<file path="src/rtl/pellet_eat_ctrl_pkg.sv">
// rtl/pellet_eat_ctrl_pkg.sv - shared constants, FSM states and helpers for the pellet eat controller
package pellet_eat_ctrl_pkg;

  localparam int MAP_W            = 5;
  localparam int REMAIN_W         = 9;
  localparam int PELLET_TOTAL_DEF = 220;
  localparam int POINTS_DEF       = 10;
  localparam int SCORE_W_DEF      = 16;
  localparam int LEVEL_W_DEF      = 8;

  typedef enum logic [2:0] {
    ST_IDLE   = 3'd0,
    ST_ADDR   = 3'd1,
    ST_SAMPLE = 3'd2,
    ST_CLEAR  = 3'd3,
    ST_REFILL = 3'd4
  } state_e;

  // Pellet counter never wraps below zero, even if a stray clear slips through.
  function automatic logic [REMAIN_W-1:0] dec_floor(input logic [REMAIN_W-1:0] v);
    return (v == '0) ? '0 : v - REMAIN_W'(1);
  endfunction

endpackage

</file>
<file path="src/rtl/pellet_eat_ctrl_if.sv">
// rtl/pellet_eat_ctrl_if.sv - tile handshake between player movement and the pellet eat controller
interface pellet_eat_ctrl_if;
  import pellet_eat_ctrl_pkg::*;

  logic             tile_valid;
  logic             tile_ready;
  logic [MAP_W-1:0] tile_x;
  logic [MAP_W-1:0] tile_y;

  modport master (output tile_valid, output tile_x, output tile_y, input tile_ready);
  modport slave  (input tile_valid, input tile_x, input tile_y, output tile_ready);

endinterface

</file>
<file path="src/rtl/pellet_eat_ctrl_score_sat_add.sv">
// rtl/pellet_eat_ctrl_score_sat_add.sv - saturating score accumulator
module score_sat_add #(
  parameter int SCORE_W = 16
) (
  input  logic               clk,
  input  logic               reset_n,
  input  logic               add_en,
  input  logic [SCORE_W-1:0] amount,
  output logic [SCORE_W-1:0] sum
);

  logic [SCORE_W-1:0] sum_q;
  logic [SCORE_W-1:0] sum_d;
  logic [SCORE_W:0]   wide;

  // Add with one guard bit; a carry out pins the score at all-ones.
  always_comb begin
    wide  = {1'b0, sum_q} + {1'b0, amount};
    sum_d = sum_q;
    if (add_en) begin
      sum_d = wide[SCORE_W] ? '1 : wide[SCORE_W-1:0];
    end
  end

  // Score register, cleared only by system reset.
  always_ff @(posedge clk or negedge reset_n) begin
    if (!reset_n) begin
      sum_q <= '0;
    end else begin
      sum_q <= sum_d;
    end
  end

  assign sum = sum_q;

endmodule

</file>
<file path="src/rtl/pellet_eat_ctrl.sv">
// rtl/pellet_eat_ctrl.sv - pellet lookup/clear FSM with score, remaining and level tracking
module pellet_eat_ctrl
  import pellet_eat_ctrl_pkg::*;
#(
  parameter int PELLET_TOTAL = PELLET_TOTAL_DEF,
  parameter int POINTS       = POINTS_DEF,
  parameter int SCORE_W      = SCORE_W_DEF,
  parameter int LEVEL_W      = LEVEL_W_DEF
) (
  input  logic                clk,
  input  logic                reset_n,
  pellet_eat_ctrl_if.slave    tile_if,
  input  logic                new_level,
  output logic [MAP_W-1:0]    xpos_b,
  output logic [MAP_W-1:0]    ypos_b,
  output logic                clear_b,
  input  logic                out_b,
  output logic                pellet_reset,
  output logic                eaten,
  output logic [SCORE_W-1:0]  score,
  output logic [REMAIN_W-1:0] remaining,
  output logic                level_done,
  output logic [LEVEL_W-1:0]  level
);

  localparam logic [REMAIN_W-1:0] RELOAD    = REMAIN_W'(PELLET_TOTAL);
  localparam logic [SCORE_W-1:0]  POINTS_SW = SCORE_W'(POINTS);

  state_e                state_q, state_d;
  logic [MAP_W-1:0]      xpos_q, xpos_d;
  logic [MAP_W-1:0]      ypos_q, ypos_d;
  logic                  eaten_q, eaten_d;
  logic                  pellet_reset_q, pellet_reset_d;
  logic [REMAIN_W-1:0]   remaining_q, remaining_d;
  logic                  level_done_q, level_done_d;
  logic [LEVEL_W-1:0]    level_q, level_d;

  // Next-state and counter updates; new_level overrides whatever the lookup was doing.
  always_comb begin
    state_d        = state_q;
    xpos_d         = xpos_q;
    ypos_d         = ypos_q;
    remaining_d    = remaining_q;
    level_done_d   = level_done_q;
    level_d        = level_q;

    case (state_q)
      ST_IDLE: begin
        if (tile_if.tile_valid) begin
          xpos_d  = tile_if.tile_x;
          ypos_d  = tile_if.tile_y;
          state_d = ST_ADDR;
        end
      end
      ST_ADDR: begin
        state_d = ST_SAMPLE;
      end
      ST_SAMPLE: begin
        state_d = out_b ? ST_CLEAR : ST_IDLE;
      end
      ST_CLEAR: begin
        remaining_d = dec_floor(remaining_q);
        if (remaining_q == REMAIN_W'(1)) begin
          level_done_d = 1'b1;
        end
        state_d = ST_IDLE;
      end
      ST_REFILL: begin
        remaining_d  = RELOAD;
        level_done_d = 1'b0;
        level_d      = level_q + LEVEL_W'(1);
        state_d      = ST_IDLE;
      end
      default: begin
        state_d = ST_IDLE;
      end
    endcase

    // A clear already on the bus still completes; only the next state is redirected.
    if (new_level) begin
      state_d = ST_REFILL;
      xpos_d  = xpos_q;
      ypos_d  = ypos_q;
    end

    eaten_d        = (state_d == ST_CLEAR);
    pellet_reset_d = (state_d == ST_REFILL);
  end

  // FSM state and registered outputs.
  always_ff @(posedge clk or negedge reset_n) begin
    if (!reset_n) begin
      state_q        <= ST_IDLE;
      xpos_q         <= '0;
      ypos_q         <= '0;
      eaten_q        <= 1'b0;
      pellet_reset_q <= 1'b0;
      remaining_q    <= RELOAD;
      level_done_q   <= 1'b0;
      level_q        <= '0;
    end else begin
      state_q        <= state_d;
      xpos_q         <= xpos_d;
      ypos_q         <= ypos_d;
      eaten_q        <= eaten_d;
      pellet_reset_q <= pellet_reset_d;
      remaining_q    <= remaining_d;
      level_done_q   <= level_done_d;
      level_q        <= level_d;
    end
  end

  score_sat_add #(
    .SCORE_W (SCORE_W)
  ) u_score (
    .clk     (clk),
    .reset_n (reset_n),
    .add_en  (state_q == ST_CLEAR),
    .amount  (POINTS_SW),
    .sum     (score)
  );

  assign tile_if.tile_ready = (state_q == ST_IDLE);
  assign clear_b            = (state_q == ST_CLEAR);
  assign xpos_b             = xpos_q;
  assign ypos_b             = ypos_q;
  assign eaten              = eaten_q;
  assign pellet_reset       = pellet_reset_q;
  assign remaining          = remaining_q;
  assign level_done         = level_done_q;
  assign level              = level_q;

endmodule
</file>
<file path="src/flat_wrapper.sv">
// flat-port wrapper written by rule: the top's interface ports become plain ports
module pellet_eat_ctrl_flat import pellet_eat_ctrl_pkg::*;
#(
  parameter int PELLET_TOTAL = PELLET_TOTAL_DEF,
  parameter int POINTS       = POINTS_DEF,
  parameter int SCORE_W      = SCORE_W_DEF,
  parameter int LEVEL_W      = LEVEL_W_DEF
)
  (clk, reset_n, new_level, xpos_b, ypos_b, clear_b, out_b, pellet_reset, eaten, score, remaining, level_done, level, tile_if_tile_valid, tile_if_tile_x, tile_if_tile_y, tile_if_tile_ready);
  pellet_eat_ctrl_if tile_if_i ();
  input  logic clk;
  input  logic reset_n;
  input  logic new_level;
  output logic [MAP_W-1:0] xpos_b;
  output logic [MAP_W-1:0] ypos_b;
  output logic clear_b;
  input  logic out_b;
  output logic pellet_reset;
  output logic eaten;
  output logic [SCORE_W-1:0] score;
  output logic [REMAIN_W-1:0] remaining;
  output logic level_done;
  output logic [LEVEL_W-1:0] level;
  input wire logic [$bits(tile_if_i.tile_valid)-1:0] tile_if_tile_valid;
  input wire logic [$bits(tile_if_i.tile_x)-1:0] tile_if_tile_x;
  input wire logic [$bits(tile_if_i.tile_y)-1:0] tile_if_tile_y;
  output wire logic [$bits(tile_if_i.tile_ready)-1:0] tile_if_tile_ready;
  assign tile_if_i.tile_valid = tile_if_tile_valid;
  assign tile_if_i.tile_x = tile_if_tile_x;
  assign tile_if_i.tile_y = tile_if_tile_y;
  assign tile_if_tile_ready = tile_if_i.tile_ready;
  pellet_eat_ctrl #(.PELLET_TOTAL(PELLET_TOTAL), .POINTS(POINTS), .SCORE_W(SCORE_W), .LEVEL_W(LEVEL_W)) u_core (.clk(clk), .reset_n(reset_n), .tile_if(tile_if_i), .new_level(new_level), .xpos_b(xpos_b), .ypos_b(ypos_b), .clear_b(clear_b), .out_b(out_b), .pellet_reset(pellet_reset), .eaten(eaten), .score(score), .remaining(remaining), .level_done(level_done), .level(level));
endmodule
</file>
<file path="config.mk">
export PLATFORM = sky130hd
export DESIGN_NAME = pellet_eat_ctrl_flat
export DESIGN_NICKNAME = d
export VERILOG_FILES = /design/src/rtl/pellet_eat_ctrl_pkg.sv /design/src/rtl/pellet_eat_ctrl_if.sv /design/src/rtl/pellet_eat_ctrl_score_sat_add.sv /design/src/rtl/pellet_eat_ctrl.sv /design/src/flat_wrapper.sv
export SDC_FILE = /design/constraint.sdc
export NUM_CORES = 1
export LEC_CHECK = 0
export CAP_MARGIN = 20
export CORE_UTILIZATION = 30
export DETAILED_ROUTE_END_ITERATION = 10
export DONT_BUFFER_PORTS = 1
export GPL_ROUTABILITY_DRIVEN = 1
export GPL_TIMING_DRIVEN = 0
export HOLD_SLACK_MARGIN = 0.03
export PLACE_DENSITY_LB_ADDON = 0.15
export RECOVER_POWER = 25
export SYNTH_ARGS = -nofsm -noshare
export SYNTH_HDL_FRONTEND = slang
export SYNTH_SLANG_ARGS = --single-unit
</file>
<file path="constraint.sdc">
create_clock -name clk -period 2.1 [get_ports clk]
set_clock_uncertainty 0.1 [all_clocks]
set_input_delay 0.315 -clock clk [delete_from_list [all_inputs] [get_ports clk]]
set_output_delay 0.315 -clock clk [all_outputs]
set_load 0.005 [all_outputs]
</file>
==> metrics.yaml, run 1 <==
globalplace.congestion: 0.705
root_buffer: "clkbuf_8"
final_common_cell: "dfrtp_1"
grt_max_degree: 50
synth_edf_count: 0
place_ws_ns: -0.0867
status: "finished clean"
clk_latency_ns: 0.30
syn-num-nets: 223
core-area_um2: 7250
start_util_pct: 30.9
avgViaCountPerCell: 4.97
start_kind: "register"
slowest_stage: "or4b_4"
grt_pass1_vias: 1495
routedWlPerCell_um: 15.4
layout_common_cells: "dfrtp_1, nand2_1, mux2_2, nor2_1"
cts-buffers-inserted: 5
netlist_instances: 204
h-tree-depth: 2
antenna_left: 0
port_buffers: 0
clock_path_buffers: 2
final-hold-violation-count: 0
antenna_found_initial: 0
cp.arrival_ns: 2.16
drv_cap: 0
yosys_warnings: 0
min_path_type: "input pin to register"
track_usage_pct: 13.0
setup_viol: 0
dr.pass1.iters: 4
syn_avg_cell_area_um2: 11.0
via_count: 1561
fill_cells: 750
crit_buf_inv: 1
path_max_fanout: 5
synth_cell_type_count: 44
finalNetCount: 233
fmax_ghz: 0.492
ir_worst_vdd_mv: 0.244
required_ns: 2.23
endpoint_kind: "register"
drcViolationCount: 0
grt-ovfl-total: 0
p_leak_nw: 1.12
p_per_area_nw_per_um2: 763
busiest_layer: "met2"
first_iter_violations: 46
totalWireLength_mm: 4.83
rows: 31
async_flop_share_pct: 100
die_w_um: 88.5
synth_flop_cell: "dfrtp_1"
synth_area_um2: 2240
grt_pass1_wl_mm: 7.72
drv_slew: 0
ys_seq_elements: 49
dieHeight_um: 88.5
crit_path_cell_trace: "inv_1, ha_4, or4b_4, or3_1, a211o_1"
area_delta_synth_final_pct: 13.8
worst_pin_slew_ns: 0.529
use_met1_pct: 17.7
use_met3_pct: 4.76
cts_tree: "built"
dpl.hpwl_mm: 3.23
cts.sinks: 49
n_antenna_cell: 0
die_area_um2: 7820
io_pins: 63
slew_headroom_pct: 64.6
timing.final.crit_share_pct: 96.8
cts.clk_slew.worst_paths_ns: 0.08
drive_gt1_share_pct: 19.5
crit_family: "simple AND/OR/NAND/NOR gates"
min_period_ns: 2.03
fin_ws_ns: 0.0670
seq_area_frac_synth_pct: 55.0
setup_tns_ns: 0
critPathMaxStageDelay_ns: 0.47
criticalPathCategory: "register to register"
met2_usage_pct: 19.2
kinds of logic after synthesis:
logic type | share of synthesized area [%]
AO/OA/AOI/OAI | 7.09
XOR/XNOR | 5.86
adder cells (fa/ha/maj) | 2.23
buffers and inverters | 2.62
flip-flops | 55.0
multiplexers | 6.53
AND/OR/NAND/NOR | 20.7
registers in the layout (all words and copies together) (netlist names):
signal and cells:
u_core.eaten 1, u_core.level 8, u_core.level_done 1, u_core.pellet_reset 1, u_core.remaining 9, u_core.state_q 3, u_core.u_score.sum 16, u_core.xpos_b 5
u_core.ypos_b 5
per-stage QoR:
step	hold slack, ns	area (um^2)	utilization [%]	total power, mW	instances
after CTS	0.0507	2530	34.8	1.98	314
after detailed placement	-0.0795	2370	32.6	1.36	303
after floorplan	-0.0806	2240	-	1.31	204
after global routing	0.0436	2550	35.2	2.06	314
after global placement	-0.0796	2370	32.6	1.36	303
final	0.0636	2550	35.2	1.95	314
cell type report:
type,instances,area [um^2],area share [%]
Tap cell,99,124,4.85
Multi-Input combinational cell,142,997,39.1
Timing Repair Buffer,3,47.5,1.86
Inverter,6,22.5,0.882
Sequential cell,49,1230,48.4
Clock buffer,8,90.1,3.53
Buffer,7,36.3,1.42
layer usage:
metal,routed length [um],part of all wire (%)
met1,2290,47
met2,2160,45
met3,317,6.6
met4,66,1.4
met5,0,0
cell usage after synthesis, types with 2 or more instances:
| library cell | count | share of area (%) |
|---|---|---|
| a21oi_1 | 2 | 0.45 |
| a31oi_1 | 3 | 0.84 |
| and3_1 | 2 | 0.56 |
| and4_1 | 2 | 0.78 |
| buf_2 | 2 | 0.45 |
| clkbuf_1 | 4 | 0.67 |
| dfrtp_1 | 44 | 49 |
| dfstp_2 | 5 | 5.9 |
| ha_1 | 4 | 2.2 |
| inv_1 | 6 | 1.0 |
| mux2_2 | 13 | 6.5 |
| nand2_1 | 28 | 4.7 |
| nand2b_1 | 2 | 0.56 |
| nand3_1 | 13 | 2.9 |
| nand4_1 | 3 | 0.84 |
| nor2_1 | 13 | 2.2 |
| nor3_1 | 6 | 1.3 |
| nor4_1 | 4 | 1.1 |
| o211ai_1 | 2 | 0.67 |
| o21ai_0 | 6 | 1.3 |
| or3_1 | 3 | 0.84 |
| or4_1 | 2 | 0.67 |
| xnor2_1 | 12 | 4.7 |
| xor2_1 | 3 | 1.2 |
final timing paths:
check,from,endpoint,slack (ns),depth (start not counted)
max in group asynchronous,reset_n,u_core.remaining[4]$_DFFE_PN1P_,1.20,2
min in group asynchronous,reset_n,u_core.u_score.sum[12]$_DFFE_PN0P_,0.42,2
hold / removal,tile_if_tile_y[0],u_core.ypos_b[0]$_DFFE_PN0P_,0.06,1
hold reg to reg,u_core.level[7]$_DFFE_PN0P_,u_core.level[7]$_DFFE_PN0P_,0.39,1
setup / recovery,u_core.remaining[1]$_DFFE_PN0P_,u_core.remaining[6]$_DFFE_PN1P_,0.07,5
setup reg to reg,u_core.remaining[1]$_DFFE_PN0P_,u_core.remaining[6]$_DFFE_PN1P_,0.07,5
worst register-to-register path, delay by kind of cell (launching register included):
family,cells,cell delay [ns]
fa+ha+maj,1,0.17
buf+inv,1,0.13
flops,1,0.45
compound gates,1,0.30
simple gates,2,0.81
report_power, final:
group	internal (mW)	switching (mW)
Clock	0.270	0.309
Combinational	0.105	0.0899
Sequential	1.05	0.124
timing repair:
item | 4_1_cts | 5_1_grt
endpoints found under the setup margin | 3 | 15
gates resized for setup | 5 | 6
hold buffers | 3 | 0
endpoints found under the hold margin | 54 | 0
buffers inserted | 0 | 0
Power figures use the tool's default switching activity.
==> inputs of run 2 (changes only) <==
- CORE_MARGIN: unset -> 4
- CTS_BUF_LIST: unset -> sky130_fd_sc_hd__clkbuf_8
==> metrics.yaml, run 2 (synthesis results as in run 1) <==
final-hold-violation-count: 0  # unchanged
drv_slew: 0  # unchanged
finalNetCount: 233  # unchanged
ir_worst_vdd_mv: 0.343  # +41%
fill_cells: 746  # -0.53%
fmax_ghz: 0.491  # -0.15%
min_path_type: "input pin to register"
use_met3_pct: 4.62  # -0.14 points
antenna_found_initial: 0  # unchanged
cts-buffers-inserted: 5  # unchanged
use_met1_pct: 15.1  # -2.6 points
required_ns: 2.23  # about the same
clock_path_buffers: 2  # unchanged
p_per_area_nw_per_um2: 776  # +1.7%
cts_tree: "built"
dpl.hpwl_mm: 3.39  # +4.9%
cts.sinks: 49  # unchanged
stdcell_count: 314  # unchanged
die_w_um: 94.5  # +6.8%
criticalPathCategory: "register to register"
die_area_um2: 8920  # +14%
grt-ovfl-total: 0  # unchanged
dieHeight_um: 94.5  # +6.8%
switchingPower_mw: 0.519  # -0.75%
area_delta_synth_final_pct: 13.1
slowest_stage: "or4b_4"
n_antenna_cell: 0  # unchanged
routedWlPerCell_um: 15.6  # +1.2%
drive_gt1_share_pct: 20.0  # +0.47 points
via_count: 1553  # -0.51%
p_int_mw: 1.45  # +1.7%
io_pins: 63  # unchanged
cp.arrival_ns: 2.16  # about the same
drcViolationCount: 0  # unchanged
drv_cap: 0  # unchanged
final_common_cell: "dfrtp_1"
postCtsSetupBuffers: 0  # unchanged
critPathMaxStageDelay_ns: 0.47  # about the same
port_buffers: 0  # unchanged
holdWs_ns: 0.0631  # -0.000503 ns
core-area_um2: 7250  # unchanged
start_util_pct: 30.9  # unchanged
grt_max_degree: 50  # unchanged
worst_pin_slew_ns: 1.22  # +0.691 ns
busiest_layer: "met2"
grt_pass1_vias: 1548  # +3.5%
p_leak_nw: 1.12  # -0.13%
avgViaCountPerCell: 4.95  # -0.51%
h-tree-depth: 2  # unchanged
met2_usage_pct: 17.2  # -2.0 points
grt_pass1_wl_mm: 8.09  # +4.8%
swShare_pct: 26.4  # -0.47 points
p_comb_share_pct: 9.6  # -0.4 points
totalWireLength_mm: 4.89  # +1.2%
cts.clk_slew.worst_paths_ns: 0.09  # about the same
rows: 31  # unchanged
layout_common_cells: "dfrtp_1, nand2_1, mux2_2, nor2_1"
setup_tns_ns: 0  # unchanged
antenna_left: 0  # unchanged
pwr-share-clk_pct: 30.6  # +0.9 points
min_period_ns: 2.04  # +0.00297 ns
status: "finished clean"
dp.cells: 303  # unchanged
timing.final.crit_share_pct: 97.0  # +0.14 points
setup_viol: 0  # unchanged
seqPwrFrac_pct: 59.8  # -0.5 points
power_mw: 1.97  # +1.0%
track_usage_pct: 11.5  # -1.5 points
first_iter_violations: 88  # +91%
largest_reg_flops: 16  # unchanged
crit_path_cell_trace: "inv_1, ha_4, or4b_4, or3_1, a211o_1"
root_buffer: "clkbuf_8"
start_kind: "register"
dr.pass1.iters: 4  # unchanged
slew_headroom_pct: 18.7  # -46 points
clk_latency_ns: 0.29  # about the same
path_max_fanout: 5  # unchanged
endpoint_kind: "register"
globalplace.congestion: 0.727  # +3.0%
-- run 2: final cells by class --
type,count,area [um^2],area share [%]
inverters,6,22.5,0.888
multi-input cells,142,991,39.1
clock buffers,7,96.3,3.80
repair buffers,3,25.0,0.987
flip-flops and latches,49,1230,48.7
well taps,99,124,4.89
clock inverters,1,5.00,0.197
plain buffers,7,36.3,1.43
-- run 2: path summary, 6_finish.rpt --
path | end | cells past startpoint | slack (ns) | start
max in group asynchronous | u_core.remaining[0]$_DFFE_PN0P_ | 2 | 0.37 | reset_n
worst max-delay path | u_core.remaining[6]$_DFFE_PN1P_ | 5 | 0.06 | u_core.remaining[1]$_DFFE_PN0P_
worst max register to register | u_core.remaining[6]$_DFFE_PN1P_ | 5 | 0.06 | u_core.remaining[1]$_DFFE_PN0P_
worst min-delay path | u_core.xpos_b[3]$_DFFE_PN0P_ | 1 | 0.06 | tile_if_tile_x[3]
min in group asynchronous | u_core.state_q[2]$_DFF_PN0_ | 2 | 0.70 | reset_n
worst min register to register | u_core.level[7]$_DFFE_PN0P_ | 1 | 0.40 | u_core.level[7]$_DFFE_PN0P_
-- run 2: power groups by stage --
stage | Sequential, mW | Combinational [mW] | Clock (mW)
2_1_floorplan | 1.16 | 0.146 | 0
3_3_place_gp | 1.20 | 0.164 | 0
3_5_place_dp | 1.20 | 0.167 | 0
4_1_cts | 1.18 | 0.198 | 0.647
5_1_grt | 1.20 | 0.217 | 0.674
6_report | 1.18 | 0.190 | 0.602
-- run 2: critical path, delay by kind of cell, from the launching register on --
kind / cells / cell delay, ns
compound gates: 1 / 0.30
buf+inv: 1 / 0.14
flops: 1 / 0.45
simple gates: 2 / 0.81
fa+ha+maj: 1 / 0.17
-- run 2: metrics by stage --
| step | setup WS (ns) | cell area [um^2] | utilization [%] |
|---|---|---|---|
| after CTS | 0.0154 | 2530 | 34.9 |
| after floorplan | 0.147 | 2240 | - |
| after global placement | -0.0645 | 2370 | 32.6 |
| after global routing | -0.0230 | 2530 | 34.9 |
| after detailed placement | -0.0596 | 2370 | 32.6 |
| final | 0.0640 | 2530 | 34.9 |
-- run 2: per-layer routing --
metal  part of all wire [%]  up-vias
met1                     45      756
li1                       -      744
met3                    8.0        5
met2                     46       48
met5                      0        -
met4                    1.4        0
-- run 2: timing repair --
item	in CTS	in global routing
resized for setup	4	6
hold buffers	3	0
endpoints found under the hold margin	54	0
endpoints found under the setup margin	2	12
==> inputs of run 3 (changes only) <==
- CTS_CLUSTER_SIZE: unset -> 25
==> results of run 3 <==
The final DEF is identical to that of run 2; final timing and power are the same.
